$ cat config.mk
export PLATFORM = sky130hd
export DESIGN_NAME = uart_tx_arbiter
export DESIGN_NICKNAME = d
export VERILOG_FILES = /design/src/rtl/uart_pkg.sv /design/src/rtl/rr_arbiter.sv /design/src/rtl/uart_tx_arbiter.sv
export SDC_FILE = /design/constraint.sdc
export NUM_CORES = 1
export LEC_CHECK = 0
export CAP_MARGIN = 15
export CORE_AREA = 2 2 77 79
export DETAILED_ROUTE_END_ITERATION = 8
export DIE_AREA = 0 0 79 81
export GPL_TIMING_DRIVEN = 0
export PLACE_DENSITY = 0.58
export RECOVER_POWER = 25
export SYNTH_ARGS = -nofsm -noshare
export SYNTH_HDL_FRONTEND = slang
export SYNTH_SLANG_ARGS = --single-unit
export TNS_END_PERCENT = 10
$ cat constraint.sdc
create_clock -name i_clk -period 3.11 [get_ports i_clk]
set_input_delay 0.311 -clock i_clk [delete_from_list [all_inputs] [get_ports i_clk]]
set_output_delay 0.311 -clock i_clk [all_outputs]
set_load 0.03 [all_outputs]
$ cat src/rtl/uart_pkg.sv
// uart_pkg: shared constants for the UART transmit arbiter
package uart_pkg;
  localparam int BYTE_W = 8;
  localparam int DEF_START_TIMEOUT = 16;
  localparam logic [1:0] ST_IDLE = 2'd0;
  localparam logic [1:0] ST_SEND = 2'd1;
  localparam logic [1:0] ST_WAIT_START = 2'd2;
  localparam logic [1:0] ST_WAIT_DONE = 2'd3;
endpackage

$ cat src/rtl/rr_arbiter.sv
// rr_arbiter: combinational round-robin pick starting at ptr, one-hot grant plus index
module rr_arbiter #(
  parameter int N_REQ = 4
) (
  input  logic [N_REQ-1:0]         req,
  input  logic [$clog2(N_REQ)-1:0] ptr,
  output logic [N_REQ-1:0]         gnt,
  output logic [$clog2(N_REQ)-1:0] idx
);
  localparam int IW = $clog2(N_REQ);
  logic [IW-1:0] k;
  always_comb begin
    idx = '0;
    k = '0;
    for (int i = N_REQ - 1; i >= 0; i--) begin
      k = IW'((int'(ptr) + i) % N_REQ);
      idx = req[k] ? k : idx;
    end
    gnt = |req ? N_REQ'(1) << idx : '0;
  end
endmodule

$ cat src/rtl/uart_tx_arbiter.sv
// uart_tx_arbiter: round-robin byte scheduler with packet lock feeding one UART transmitter
module uart_tx_arbiter
  import uart_pkg::*;
#(
  parameter int N_REQ = 4,
  parameter int START_TIMEOUT = DEF_START_TIMEOUT
) (
  input  logic                    i_clk,
  input  logic                    i_rst_n,
  input  logic [N_REQ-1:0]        i_req_valid,
  input  logic [BYTE_W*N_REQ-1:0] i_req_data,
  input  logic [N_REQ-1:0]        i_req_last,
  output logic [N_REQ-1:0]        o_req_ready,
  output logic                    o_send_en,
  output logic [BYTE_W-1:0]       o_tx_data,
  input  logic                    i_tx_done,
  output logic                    o_busy,
  output logic [2:0]              o_grant_id,
  output logic                    o_timeout_err
);
  localparam int IW = $clog2(N_REQ);
  localparam int CW = $clog2(START_TIMEOUT + 1);
  logic [1:0] state;
  logic [CW-1:0] cnt;
  logic lock_en, last_q, accept;
  logic [IW-1:0] lock_id, rr_ptr, grant_id, win, next_ptr;
  logic [N_REQ-1:0] cand, gnt;
  logic [BYTE_W-1:0] lane_data;
  assign cand = lock_en ? i_req_valid & (N_REQ'(1) << lock_id) : i_req_valid;
  rr_arbiter #(.N_REQ(N_REQ)) u_rr (.req(cand), .ptr(rr_ptr), .gnt(gnt), .idx(win));
  always_comb begin
    lane_data = '0;
    for (int r = 0; r < N_REQ; r++)
      lane_data = win == IW'(r) ? i_req_data[BYTE_W*r +: BYTE_W] : lane_data;
  end
  assign accept = state == ST_IDLE && i_tx_done && |cand;
  assign o_req_ready = accept ? gnt : '0;
  assign o_send_en = state == ST_SEND;
  assign o_busy = state != ST_IDLE || lock_en;
  assign o_grant_id = 3'(grant_id);
  assign o_timeout_err = state == ST_WAIT_START && i_tx_done && cnt >= CW'(START_TIMEOUT - 1);
  assign next_ptr = grant_id == IW'(N_REQ - 1) ? '0 : grant_id + 1'b1;
  always_ff @(posedge i_clk or negedge i_rst_n) begin
    if (!i_rst_n) begin
      state <= ST_IDLE;
      cnt <= '0;
      lock_en <= 1'b0;
      lock_id <= '0;
      rr_ptr <= '0;
      grant_id <= '0;
      last_q <= 1'b0;
      o_tx_data <= '0;
    end else begin
      case (state)
        ST_IDLE: if (accept) begin
          o_tx_data <= lane_data;
          last_q <= i_req_last[win];
          grant_id <= win;
          lock_en <= !i_req_last[win];
          lock_id <= win;
          state <= ST_SEND;
        end
        ST_SEND: begin
          cnt <= '0;
          state <= ST_WAIT_START;
        end
        ST_WAIT_START: if (!i_tx_done) state <= ST_WAIT_DONE;
        else if (o_timeout_err) begin
          lock_en <= 1'b0;
          rr_ptr <= next_ptr;
          state <= ST_IDLE;
        end else cnt <= cnt == CW'(START_TIMEOUT) ? cnt : cnt + 1'b1;
        default: if (i_tx_done) begin
          rr_ptr <= last_q ? next_ptr : rr_ptr;
          state <= ST_IDLE;
        end
      endcase
    end
  end
endmodule
* Word level (Yosys, flattened, before mapping) *
Index checks and enable logic that the tools add are counted.

word-level totals
  input port bits = 43
  output and inout port bits = 18
  word-level logic and storage cells = 95
  register bits = 21

cells by class
  magnitude comparators = 6
  reduce and logical (&&, ||, !) cells = 20
  muxes and demuxes = 40
  $add $sub $neg = 5
  bitwise operators = 2
  eq/ne operators = 13
  shift operators = 2

operator list
  cell                                                  number
  two-way mux 8 bit                                     4
  two-way mux 2 bit                                     13
  < comparator 2 x 3 -> 1 bit (second input constant)   5
  two-way mux 5 bit                                     3
  two-way mux 4 bit                                     3
  AND reduction 4 bit                                   3
  binary-select mux 1 bit (select 2 bit)                5
  inequality test 2 bit (second input constant)         5
  one-hot mux 5 bit (2 select lines)                    1
  == test 2 bit (second input constant)                 4
  two-way mux 1 bit                                     8
  nonzero test 2 bit                                    4
  << shifter 1 x 2 -> 4 bit (first input constant)      2
  one-hot mux 2 bit (3 select lines)                    1
  adder 5 x 1 -> 5 bit (second input constant)          1
  == test 5 bit (second input constant)                 1
  >= comparator 5 x 4 -> 1 bit (second input constant)  1
  adder 2 x 1 -> 2 bit (second input constant)          2
  adder 2 bit (second input constant)                   2
  AND 4 bit                                             1
  == test 2 x 1 -> 1 bit (second input constant)        2
  logical AND 1 bit                                     4
  logical NOT 2 bit                                     2
  one-hot mux 2 bit (2 select lines)                    1
  other kinds (10)                                      10

* Longest topological paths before layout *
Gate-level depths: netlist (run 1).

  depth in word-level cells = 14
  depth in mapped cells = 10
  depth with buffers taken out = 8

* Cells and area by module *
From an unflattened synthesis (run 1), not the netlist that was laid out.

second synthesis, totals
  cell total of the unflattened synthesis = 143
  area, all modules = 1550.2 µm²

modules (own cells, without submodules)
  module           area an instance (µm²)  sequential area each (µm²)  instances  cells each
  uart_tx_arbiter  1346.3                  525.5                       1          112
  rr_arbiter       203.9                   0.0                         1          31

* Worst setup path after synthesis (run 1) *
Ideal clock, no wire load.

  kind = register to output
  start point = register, netlist name grant_id[0]
  end point = output o_req_ready[1]
  buffers on the path = 0
  required time = 2.799 ns
  data arrival time = 2.357 ns
  path slack = 0.442 ns
  stages on the path, launching flop included = 9
  cell sequence = dfrtp_1 > inv_1 > ha_1 > nand2b_1 > a311o_1 > o2bb2ai_2 > nor2_4 > nand2_1 > nor2_1

RTL lines
  element    RTL line               RTL
  to (decl)  uart_tx_arbiter.sv:13  output logic [N_REQ-1:0] o_req_ready,

==> impl_metrics.py, run 1 <==
metrics = {
    "outcome": {
        "status": "finished, final reports clean",
    },
    "clock_tree": {
        "htree_num_levels": 1,
        "clkSinkCount": 21,
        "cts_made_buffers": 3,
        "clockBufferDepth": 2,
        "root_buffer": "clkbuf_8",
        "clk_pin_slew_worst_paths_ns": 0.08,
        "tritoncts": "done",
        "clock_latency_ns": 0.26,
    },
    "detailed_routing": {
        "viasPerCell": 4.603,
        "route.detailed.drc": 0,
        "ant_nets": 0,
        "wl_per_cell_um": 13.20,
        "vias": 1367,
        "routed_wl_um": 3921,
        "drtPass1Iterations": 4,
        "drt-initial-drc-count": 24,
    },
    "place": {
        "dp_hpwl_um": 3255,
        "place_area_mm2": 0.002148,
        "port_buffers": 59,
        "gp_congestion": 0.7922,
    },
    "global_route": {
        "antenna_found_initial": 0,
        "top_usage_layer": "met2",
        "grt_max_degree": 22,
        "grt_overflow": 0,
        "grt_pass1_wl_um": 6458,
        "use_met1_pct": 16.03,
        "global_route.usage.met3_pct": 3.444,
        "grt_usage_pct": 12.71,
        "met2_usage_pct": 21.86,
        "grt_pass1_vias": 1389,
    },
    "power": {
        "pwr-share-seq_pct": 26.8,
        "p_leak_nw": 0.9228,
        "switching_share_pct": 46.41,
        "p_sw_mw": 0.8627,
        "pwr-share-comb_pct": 63.5,
        "max-vdd-ir-drop_v": 0.0002817,
        "powerDensity_mw_per_mm2": 847.9,
        "p_clk_share_pct": 9.7,
        "intPower_mw": 0.9960,
    },
    "floorplanning": {
        "coreArea_mm2": 0.005675,
        "rows": 28,
        "die-area_mm2": 0.006399,
        "num_io_pins": 61,
        "die_w_um": 79,
        "initial_core_util_pct": 25.79,
        "die-height_um": 81,
    },
    "setup_path": {
        "reg2reg_from": "grant_id[0]",
        "path_class": "flop to primary output",
        "reg2reg_to": "o_tx_data[0]",
        "worstPathRequired_ns": 2.80,
        "reg2reg_slack_ns": 0.73,
        "crit_start": "grant_id[0]",
        "arrival_ns": 2.71,
        "start_kind": "flop",
        "critPathCaptureType": "primary output",
        "crit_fanout": 6,
        "reg2reg_depth": 8,
    },
    "sta": {
        "slew_headroom_pct": 33.92,
        "fin_setup_tns_ns": 0,
        "rsz0062_at_grt": "yes",
        "skew_ns": 0.007291,
        "fin_crit_sh_pct": 97.25,
        "drv_slew": 0,
        "hold_violations": 0,
        "setup_viol": 0,
        "fin_crit_ns": 3.025,
        "worst_slew_pin_slew_ns": 0.9879,
        "clock.fmax_mhz": 330.6,
    },
    "yosys": {
        "synthFlopType": "dfrtp_1",
        "seq_area_frac_synth_pct": 35.90,
        "synth_area_mm2": 0.001464,
        "synth_nets": 210,
        "yosysWarnings": 0,
        "synth_edf_count": 0,
        "synth_async_sr_flop_share_pct": 100.0,
        "yosysTopAreaCellShare_pct": 35.90,
        "syn_area_per_cell_um2": 9.149,
        "yosysTopAreaCell": "dfrtp_1",
        "yosys-top-cells-area": "dfrtp_1 (36%), mux2i_1 (7.5%), ha_1 (6.0%)",
        "ys_ff_latch": 21,
        "yosysUniqueCellTypes": 42,
        "syn_inst": 160,
    },
    "final_layout": {
        "n_fill_cell": 630,
        "n_antenna_cell": 0,
        "final_area_mm2": 0.002192,
        "nets": 273,
        "drive_gt1_share_pct": 8.559,
        "final_cell_mix": "clkdlybuf4s50_1 (55), dfrtp_1 (21), nand2_1 (13)",
        "synthToLayoutAreaGrowth_pct": 49.74,
        "mostFrequentLayoutCell": "clkdlybuf4s50_1",
    },
    "hold_path": {
        "min_path_type": "flop to flop",
        "hp-start": "o_tx_data[5]",
        "min_to": "o_tx_data[5]",
        "whs_path_depth": 2,
    },
    "run": {
        "max-cap-violations": 0,
    },
}
[worst max-delay path by stage]
stage	cells past startpoint	endpoint
floorplan	8	o_req_ready[1]
global placement	8	o_req_ready[0]
detailed placement	8	o_req_ready[0]
CTS	9	o_req_ready[1]
global route	8	o_req_ready[2]
finish	8	o_req_ready[2]
[cell type report]
type	count	area, um^2	share of cell area [%]
plain buffers	5	33.78	1.541
clock buffers	3	41.29	1.884
clock inverters	1	5.005	0.2283
inverters	12	45.04	2.055
multi-input cells	121	868.3	39.61
flip-flops and latches	21	525.5	23.97
well taps	75	93.84	4.281
repair buffers	59	579.3	26.43
[per-stage QoR]
step           setup slack, ns  total power, mW  cells  hold WS (ns)  util (%)
2_1_floorplan           0.4416            1.290    160       0.01541         -
3_3_place_gp           -0.2047            1.681    294        0.4761     37.85
3_5_place_dp           -0.1859            1.693    294        0.4817     37.85
4_1_cts                0.04176            1.879    297        0.5011     38.62
5_1_grt               -0.03192            2.019    297        0.5248     38.62
6_report               0.08549            1.859    297        0.4954     38.62
[logic make-up (layout without fill, tap and decap cells)]
family          Yosys count  in the layout  synth area share [%]
compound gates           44             44                 22.91
fa+ha+maj                 7              7                 5.983
buf+inv                  18             80                 5.640
flops                    21             21                 35.90
mux                      13             13                 9.060
other cells               1              1                0.2562
simple gates             56             56                 20.26
[critical path, stage by stage (launching register included)]
cell             delay, ns
dfrtp_1               0.42
inv_1                 0.11
ha_1                  0.23
nand2b_1              0.16
a311o_1               0.37
o2bb2ai_2             0.19
o21ai_2               0.31
nor2_1                0.07
clkdlybuf4s50_1       0.60
[sequential cells by signal, indices dropped and copies added (netlist names)]
| signal | flops |
|---|---|
| lock_en | 1 |
| last_q | 1 |
| rr_ptr | 2 |
| grant_id | 2 |
| o_tx_data | 8 |
| state | 2 |
| cnt | 5 |
[what timing repair did]
item,in CTS,in global routing
setup buffers,0,0
setup endpoints to repair,4,3
hold buffers,0,0
resized for setup,5,5
[power by group through the flow]
| stage | Clock [mW] | Sequential [mW] | Combinational (mW) |
|---|---|---|---|
| 2_1_floorplan | 0 | 0.597 | 0.693 |
| 3_3_place_gp | 0 | 0.501 | 1.18 |
| 3_5_place_dp | 0 | 0.502 | 1.19 |
| 4_1_cts | 0.190 | 0.498 | 1.19 |
| 5_1_grt | 0.205 | 0.520 | 1.29 |
| 6_report | 0.181 | 0.498 | 1.18 |
[synth_stat cells, drive strengths merged (4+ instances only)]
library cell	number
dfrtp	21
nand2	13
inv	12
mux2i	11
nand3	9
nor2	9
o211ai	9
o21ai	8
ha	7
and2	6
a41oi	5
and3	5
a21oi	4
nor2b	4
[metal layers]
metal	up-vias	part of all wire [%]
met2	38	47
li1	713	-
met3	4	6.5
met5	-	0
met1	612	45
met4	0	1.1
No activity file was read; power rests on OpenSTA's default activity.
==> run 2, diff against run 1 <==
--- a/config.mk
+++ b/config.mk
@@ -10,6 +10,7 @@
 export DETAILED_ROUTE_END_ITERATION = 8
 export DIE_AREA = 0 0 79 81
 export GPL_TIMING_DRIVEN = 0
+export MAX_ROUTING_LAYER = met4
 export PLACE_DENSITY = 0.58
 export RECOVER_POWER = 25
 export SYNTH_ARGS = -nofsm -noshare
==> impl_metrics.py, run 2 (synthesis gave the netlist of run 1 again) <==
metrics = {
    "outcome": {
        "status": "finished, final reports clean",
    },
    "sta": {
        "fin_crit_sh_pct": 97.17,
        "fin_crit_ns": 3.022,
        "drv_slew": 0,
        "skew_ns": 0.007180,
        "worst_slew_pin_slew_ns": 0.9864,
        "hold_violations": 0,
        "slew_headroom_pct": 34.02,
        "rsz0062_at_grt": "yes",
        "fin_setup_tns_ns": 0,
        "setup_viol": 0,
        "clock.fmax_mhz": 330.9,
    },
    "global_route": {
        "antenna_found_initial": 0,
        "grt_pass1_vias": 1390,
        "grt_pass1_wl_um": 6444,
        "grt_overflow": 0,
        "grt_usage_pct": 13.06,
        "grt_max_degree": 22,
    },
    "final_layout": {
        "multi_input_area_um2": 868.3,
        "regMostFlops": "o_tx_data",
        "nets": 273,
        "n_fill_cell": 630,
        "largest_reg_flops": 8,
        "drive_gt1_share_pct": 8.559,
        "synthToLayoutAreaGrowth_pct": 49.74,
        "final_cell_mix": "clkdlybuf4s50_1 (55), dfrtp_1 (21), nand2_1 (13)",
        "n_antenna_cell": 0,
        "top_regs": "o_tx_data x8, cnt x5",
        "final_area_mm2": 0.002192,
        "seqCellArea_um2": 525.5,
        "mostFrequentLayoutCell": "clkdlybuf4s50_1",
    },
    "setup_path": {
        "worst_path_max_delay_cell": "clkdlybuf4s50_1",
        "path_class": "flop to primary output",
        "critPathCaptureType": "primary output",
        "slowest_delay_ns": 0.60,
        "start_kind": "flop",
        "crit_fanout": 6,
        "arrival_ns": 2.71,
        "reg2reg_to": "o_tx_data[0]",
        "crit_start": "grant_id[0]",
        "reg2reg_from": "grant_id[0]",
        "reg2reg_depth": 8,
        "reg2reg_slack_ns": 0.73,
        "path_cells": "inv_1, ha_1, nand2b_1, a311o_1, o2bb2ai_2, o21ai_2, nor2_1, clkdlybuf4s50_1",
        "worstPathRequired_ns": 2.80,
    },
    "place": {
        "port_buffers": 59,
        "place_area_mm2": 0.002148,
        "dp_hpwl_um": 3255,
        "gp_congestion": 0.8035,
    },
    "floorplanning": {
        "coreArea_mm2": 0.005675,
        "initial_core_util_pct": 25.79,
        "die-height_um": 81,
        "num_io_pins": 61,
        "die_w_um": 79,
        "rows": 28,
        "die-area_mm2": 0.006399,
    },
    "detailed_routing": {
        "routed_wl_um": 3929,
        "ant_nets": 0,
        "drt-initial-drc-count": 24,
        "wl_per_cell_um": 13.23,
        "vias": 1373,
        "route.detailed.drc": 0,
        "viasPerCell": 4.623,
        "drtPass1Iterations": 4,
    },
    "power": {
        "max-vdd-ir-drop_v": 0.0002818,
        "powerDensity_mw_per_mm2": 848.2,
        "p_leak_nw": 0.9228,
        "power_mw": 1.859,
    },
    "clock_tree": {
        "cts_made_buffers": 3,
        "root_buffer": "clkbuf_8",
        "clock_latency_ns": 0.26,
        "htree_num_levels": 1,
        "clkSinkCount": 21,
        "clockBufferDepth": 2,
        "tritoncts": "done",
        "clk_pin_slew_worst_paths_ns": 0.08,
        "post_cts_buffers": 0,
    },
    "hold_path": {
        "min_to": "o_tx_data[5]",
        "hp-start": "o_tx_data[5]",
        "min_path_type": "flop to flop",
        "whs_path_depth": 2,
    },
    "run": {
        "max-cap-violations": 0,
    },
}
run 2: cell counts in the layout (fill, tap and decap cells not counted):
Identical to the previous run, type by type.
run 2: worst max-delay path by stage:
stage	to	cells past startpoint
3_5_place_dp	o_req_ready[0]	8
3_3_place_gp	o_req_ready[0]	8
5_1_grt	o_req_ready[2]	8
4_1_cts	o_req_ready[1]	9
6_report	o_req_ready[2]	8
2_1_floorplan	o_req_ready[1]	8
run 2: critical path: cells and delay by family, from the launching register on:
kind	cells	cell delay, ns
AOI/OAI and AO/OA	3	0.87
adders and majority gates	1	0.23
and+or+nand+nor	2	0.23
DFF	1	0.42
buffers and inverters	2	0.71
run 2: layout make-up:
type,instances,area share (%)
well taps,75,4.281
multi-input cells,121,39.61
repair buffers,59,26.43
inverters,12,2.055
flip-flops and latches,21,23.97
plain buffers,5,1.541
clock inverters,1,0.2283
clock buffers,3,1.884
run 2: timing repair:
| item | 4_1_cts | 5_1_grt |
|---|---|---|
| hold buffers | 0 | 0 |
| endpoints found under the setup margin | 4 | 3 |
| pin swaps | 0 | 0 |
| gates resized for setup | 5 | 5 |
run 2: layer usage:
metal | wire length, um | GRT usage [%] | part of all wire (%)
met2 | 1859 | 21.86 | 47
met5 | 0 | - | 0
met1 | 1790 | 16.23 | 46
met4 | 45 | 2.759 | 1.1
met3 | 234 | 3.000 | 6.0
run 2: metrics by stage:
step           hold slack, ns  setup slack (ns)  utilization (%)  cells
6_report               0.4954           0.08788            38.62    297
3_5_place_dp           0.4817           -0.1859            37.85    294
3_3_place_gp           0.4761           -0.2047            37.85    294
5_1_grt                0.5247          -0.02970            38.62    297
4_1_cts                0.5011           0.04176            38.62    297
2_1_floorplan         0.01541            0.4416                -    160
run 2: report_power, final:
group | switching, mW | internal [mW] | leakage [nW]
sequential | 0.103 | 0.395 | 0.263
combinational | 0.668 | 0.512 | 0.635
clock | 0.0919 | 0.0892 | 0.0255
==> run 3, diff against run 2 <==
--- a/config.mk
+++ b/config.mk
@@ -5,13 +5,14 @@
 export SDC_FILE = /design/constraint.sdc
 export NUM_CORES = 1
 export LEC_CHECK = 0
+export ABC_AREA = 1
 export CAP_MARGIN = 15
-export CORE_AREA = 2 2 77 79
+export CORE_AREA = 2 2 82 84
 export DETAILED_ROUTE_END_ITERATION = 8
-export DIE_AREA = 0 0 79 81
+export DIE_AREA = 0 0 84 86
 export GPL_TIMING_DRIVEN = 0
 export MAX_ROUTING_LAYER = met4
-export PLACE_DENSITY = 0.58
+export PLACE_DENSITY = 0.56
 export RECOVER_POWER = 25
 export SYNTH_ARGS = -nofsm -noshare
 export SYNTH_HDL_FRONTEND = slang
==> impl_metrics.py, run 3 <==
metrics = {
    "hold_path": {
        "whs_path_depth": 2,
        "min_path_type": "flop to flop",
        "hp-start": "o_tx_data[3]",
        "min_to": "o_tx_data[3]",
    },
    "setup_path": {
        "path_cells": "ha_1, inv_1, a21boi_0, a21o_1, nor3_1, nor2_1, nand2_1, inv_1, buf_2, nand2_1, nor2_1, clkbuf_2",
        "worstPathRequired_ns": 2.80,
        "reg2reg_to": "lock_en",
        "worst_path_max_delay_cell": "dfrtp_1",
        "reg2reg_slack_ns": 0.93,
        "start_kind": "flop",
        "reg2reg_depth": 16,
        "reg2reg_from": "grant_id[0]",
        "path_class": "flop to primary output",
        "crit_fanout": 10,
        "arrival_ns": 2.47,
        "slowest_delay_ns": 0.42,
        "critPathCaptureType": "primary output",
    },
    "power": {
        "p_clk_share_pct": 6.9,
        "switching_share_pct": 54.22,
        "p_sw_mw": 1.420,
        "intPower_mw": 1.199,
        "pwr-share-comb_pct": 74.8,
        "pwr-share-seq_pct": 18.3,
        "p_leak_nw": 1.175,
        "powerDensity_mw_per_mm2": 1091,
        "max-vdd-ir-drop_v": 0.0004540,
    },
    "detailed_routing": {
        "vias": 1796,
        "routed_wl_um": 4666,
        "drt-initial-drc-count": 117,
        "viasPerCell": 4.524,
        "wl_per_cell_um": 11.75,
        "ant_nets": 0,
        "drtPass1Iterations": 4,
        "route.detailed.drc": 0,
    },
    "floorplanning": {
        "rows": 29,
        "die-height_um": 86,
        "coreArea_mm2": 0.006277,
        "num_io_pins": 61,
        "initial_core_util_pct": 26.75,
        "die-area_mm2": 0.007224,
        "die_w_um": 84,
    },
    "sta": {
        "slew_headroom_pct": 34.82,
        "hold_violations": 0,
        "worst_slew_pin_slew_ns": 0.9745,
        "fin_crit_sh_pct": 89.38,
        "rsz0062_at_grt": "no",
        "skew_ns": 0.005768,
        "layout_setup_ws_ns": 0.3302,
        "fin_crit_ns": 2.780,
        "clock.fmax_mhz": 359.7,
        "hold_slack_ns": 0.4825,
        "setup_viol": 0,
        "drv_slew": 0,
        "fin_setup_tns_ns": 0,
    },
    "clock_tree": {
        "clock_latency_ns": 0.26,
        "htree_num_levels": 1,
        "post_cts_buffers": 0,
        "clkSinkCount": 21,
        "cts_made_buffers": 3,
        "cts_hold_buf": 0,
        "tritoncts": "done",
        "clk_pin_slew_worst_paths_ns": 0.07,
        "clockBufferDepth": 2,
        "root_buffer": "clkbuf_8",
    },
    "yosys": {
        "synthTopCellsByCount": "nand2_1 (73), nand3_1 (41), inv_1 (31)",
        "yosysTopAreaCellShare_pct": 31.30,
        "synth_async_sr_flop_share_pct": 100.0,
        "synth_nets": 307,
        "yosysTopAreaCell": "dfrtp_1",
        "syn_inst": 257,
        "yosysWarnings": 0,
        "yosys-top-cells-area": "dfrtp_1 (31%), nand2_1 (16%), nand3_1 (12%)",
        "yosysMostFrequentCell": "nand2_1",
        "syn_area_per_cell_um2": 6.534,
        "synthFlopType": "dfrtp_1",
        "ys_ff_latch": 21,
        "synth_edf_count": 0,
        "synth_area_mm2": 0.001679,
        "seq_area_frac_synth_pct": 31.30,
        "yosysUniqueCellTypes": 27,
    },
    "final_layout": {
        "n_antenna_cell": 0,
        "drive_gt1_share_pct": 8.750,
        "top_regs": "o_tx_data x8, cnt x5",
        "final_cell_mix": "nand2_1 (73), clkdlybuf4s50_1 (54), nand3_1 (41)",
        "n_fill_cell": 679,
        "nets": 371,
        "largest_reg_flops": 8,
        "regMostFlops": "o_tx_data",
        "stdcell_count": 397,
        "synthToLayoutAreaGrowth_pct": 42.92,
        "mostFrequentLayoutCell": "nand2_1",
    },
    "global_route": {
        "grt_max_degree": 22,
        "antenna_found_initial": 0,
        "grt_overflow": 0,
        "grt_pass1_vias": 1724,
        "grt_usage_pct": 13.62,
        "grt_pass1_wl_um": 7879,
    },
    "place": {
        "port_buffers": 59,
        "dp_hpwl_um": 3803,
        "post-place-cells": 393,
        "pre_cts_slack_ns": -0.05059,
        "gp_congestion": 0.8154,
    },
    "run": {
        "max-cap-violations": 0,
    },
    "outcome": {
        "status": "finished, final reports clean",
    },
}
## run 3: cell count changes after synthesis, sizes merged, moves of 6 or more
cell / change
mux2i: -11
nor2: +20
buf: +6
nand2: +67
inv: +22
and2: -6
o211ai: -9
nand3: +33
## run 3: how the worst max path moves through the flow
stage	start	to	slack, ns	depth (start not counted)
CTS	grant_id[0]	o_req_ready[3]	0.06	16
global placement	i_req_valid[3]	o_req_ready[1]	-0.01	11
global route	grant_id[1]	o_req_ready[1]	0.05	12
detailed placement	i_req_valid[3]	o_req_ready[1]	-0.05	11
finish	grant_id[1]	o_req_ready[1]	0.33	12
floorplan	grant_id[0]	o_req_ready[0]	0.43	14
## run 3: critical path, delay by kind of cell (launching register included)
kind,cells,cell delay [ns]
simple gates,5,0.61
fa+ha+maj,1,0.17
buf+inv,4,0.62
flops,1,0.42
compound gates,2,0.38
## run 3: kinds of logic (layout without fill, tap and decap cells)
kind of cell	Yosys count	count (layout)	synth area share [%]
adders and majority gates	7	7	5.216
DFF	21	21	31.30
other	1	1	0.2233
AOI/OAI and AO/OA	24	24	8.123
and+or+nand+nor	159	159	42.32
buffers and inverters	43	106	11.77
xor gates and xnor gates	2	2	1.043
## run 3: power groups by stage
stage | Clock [mW] | Combinational [mW] | Sequential [mW]
5_1_grt | 0.200 | 2.21 | 0.497
3_5_place_dp | 0 | 1.99 | 0.484
2_1_floorplan | 0 | 1.31 | 0.591
4_1_cts | 0.185 | 1.99 | 0.480
6_report | 0.181 | 1.96 | 0.478
3_3_place_gp | 0 | 1.98 | 0.482
## run 3: per-layer routing
layer  track usage (%)  up-vias  wire length [um]
li1                  -      946                 -
met1             17.90      785              2192
met2             22.33       60              2135
met3             2.599        5               307
met4             2.199        0                30
met5                 -        -                 0
## run 3: through the flow
step	instance area, um^2	utilization, %	power, mW
floorplan	1679	-	1.901
global placement	2366	37.69	2.458
detailed placement	2366	37.69	2.471
CTS	2409	38.37	2.651
global route	2400	38.23	2.903
finish	2400	38.23	2.619
## run 3: area by class of cell
class                   count  area (um^2)  share of cell area, %
inverters                  34        127.6                  5.318
plain buffers               9        70.07                  2.920
repair buffers             59        578.1                  24.09
clock inverters             1        5.005                 0.2086
clock buffers               3        41.29                  1.721
multi-input cells         193        955.9                  39.83
flip-flops and latches     21        525.5                  21.90
well taps                  77        96.34                  4.015
## run 3: what timing repair did
| action | 4_1_cts | 5_1_grt |
|---|---|---|
| endpoints found under the setup margin | 3 | 4 |
| endpoints found under the hold margin | 0 | 0 |
| resized for setup | 3 | 8 |
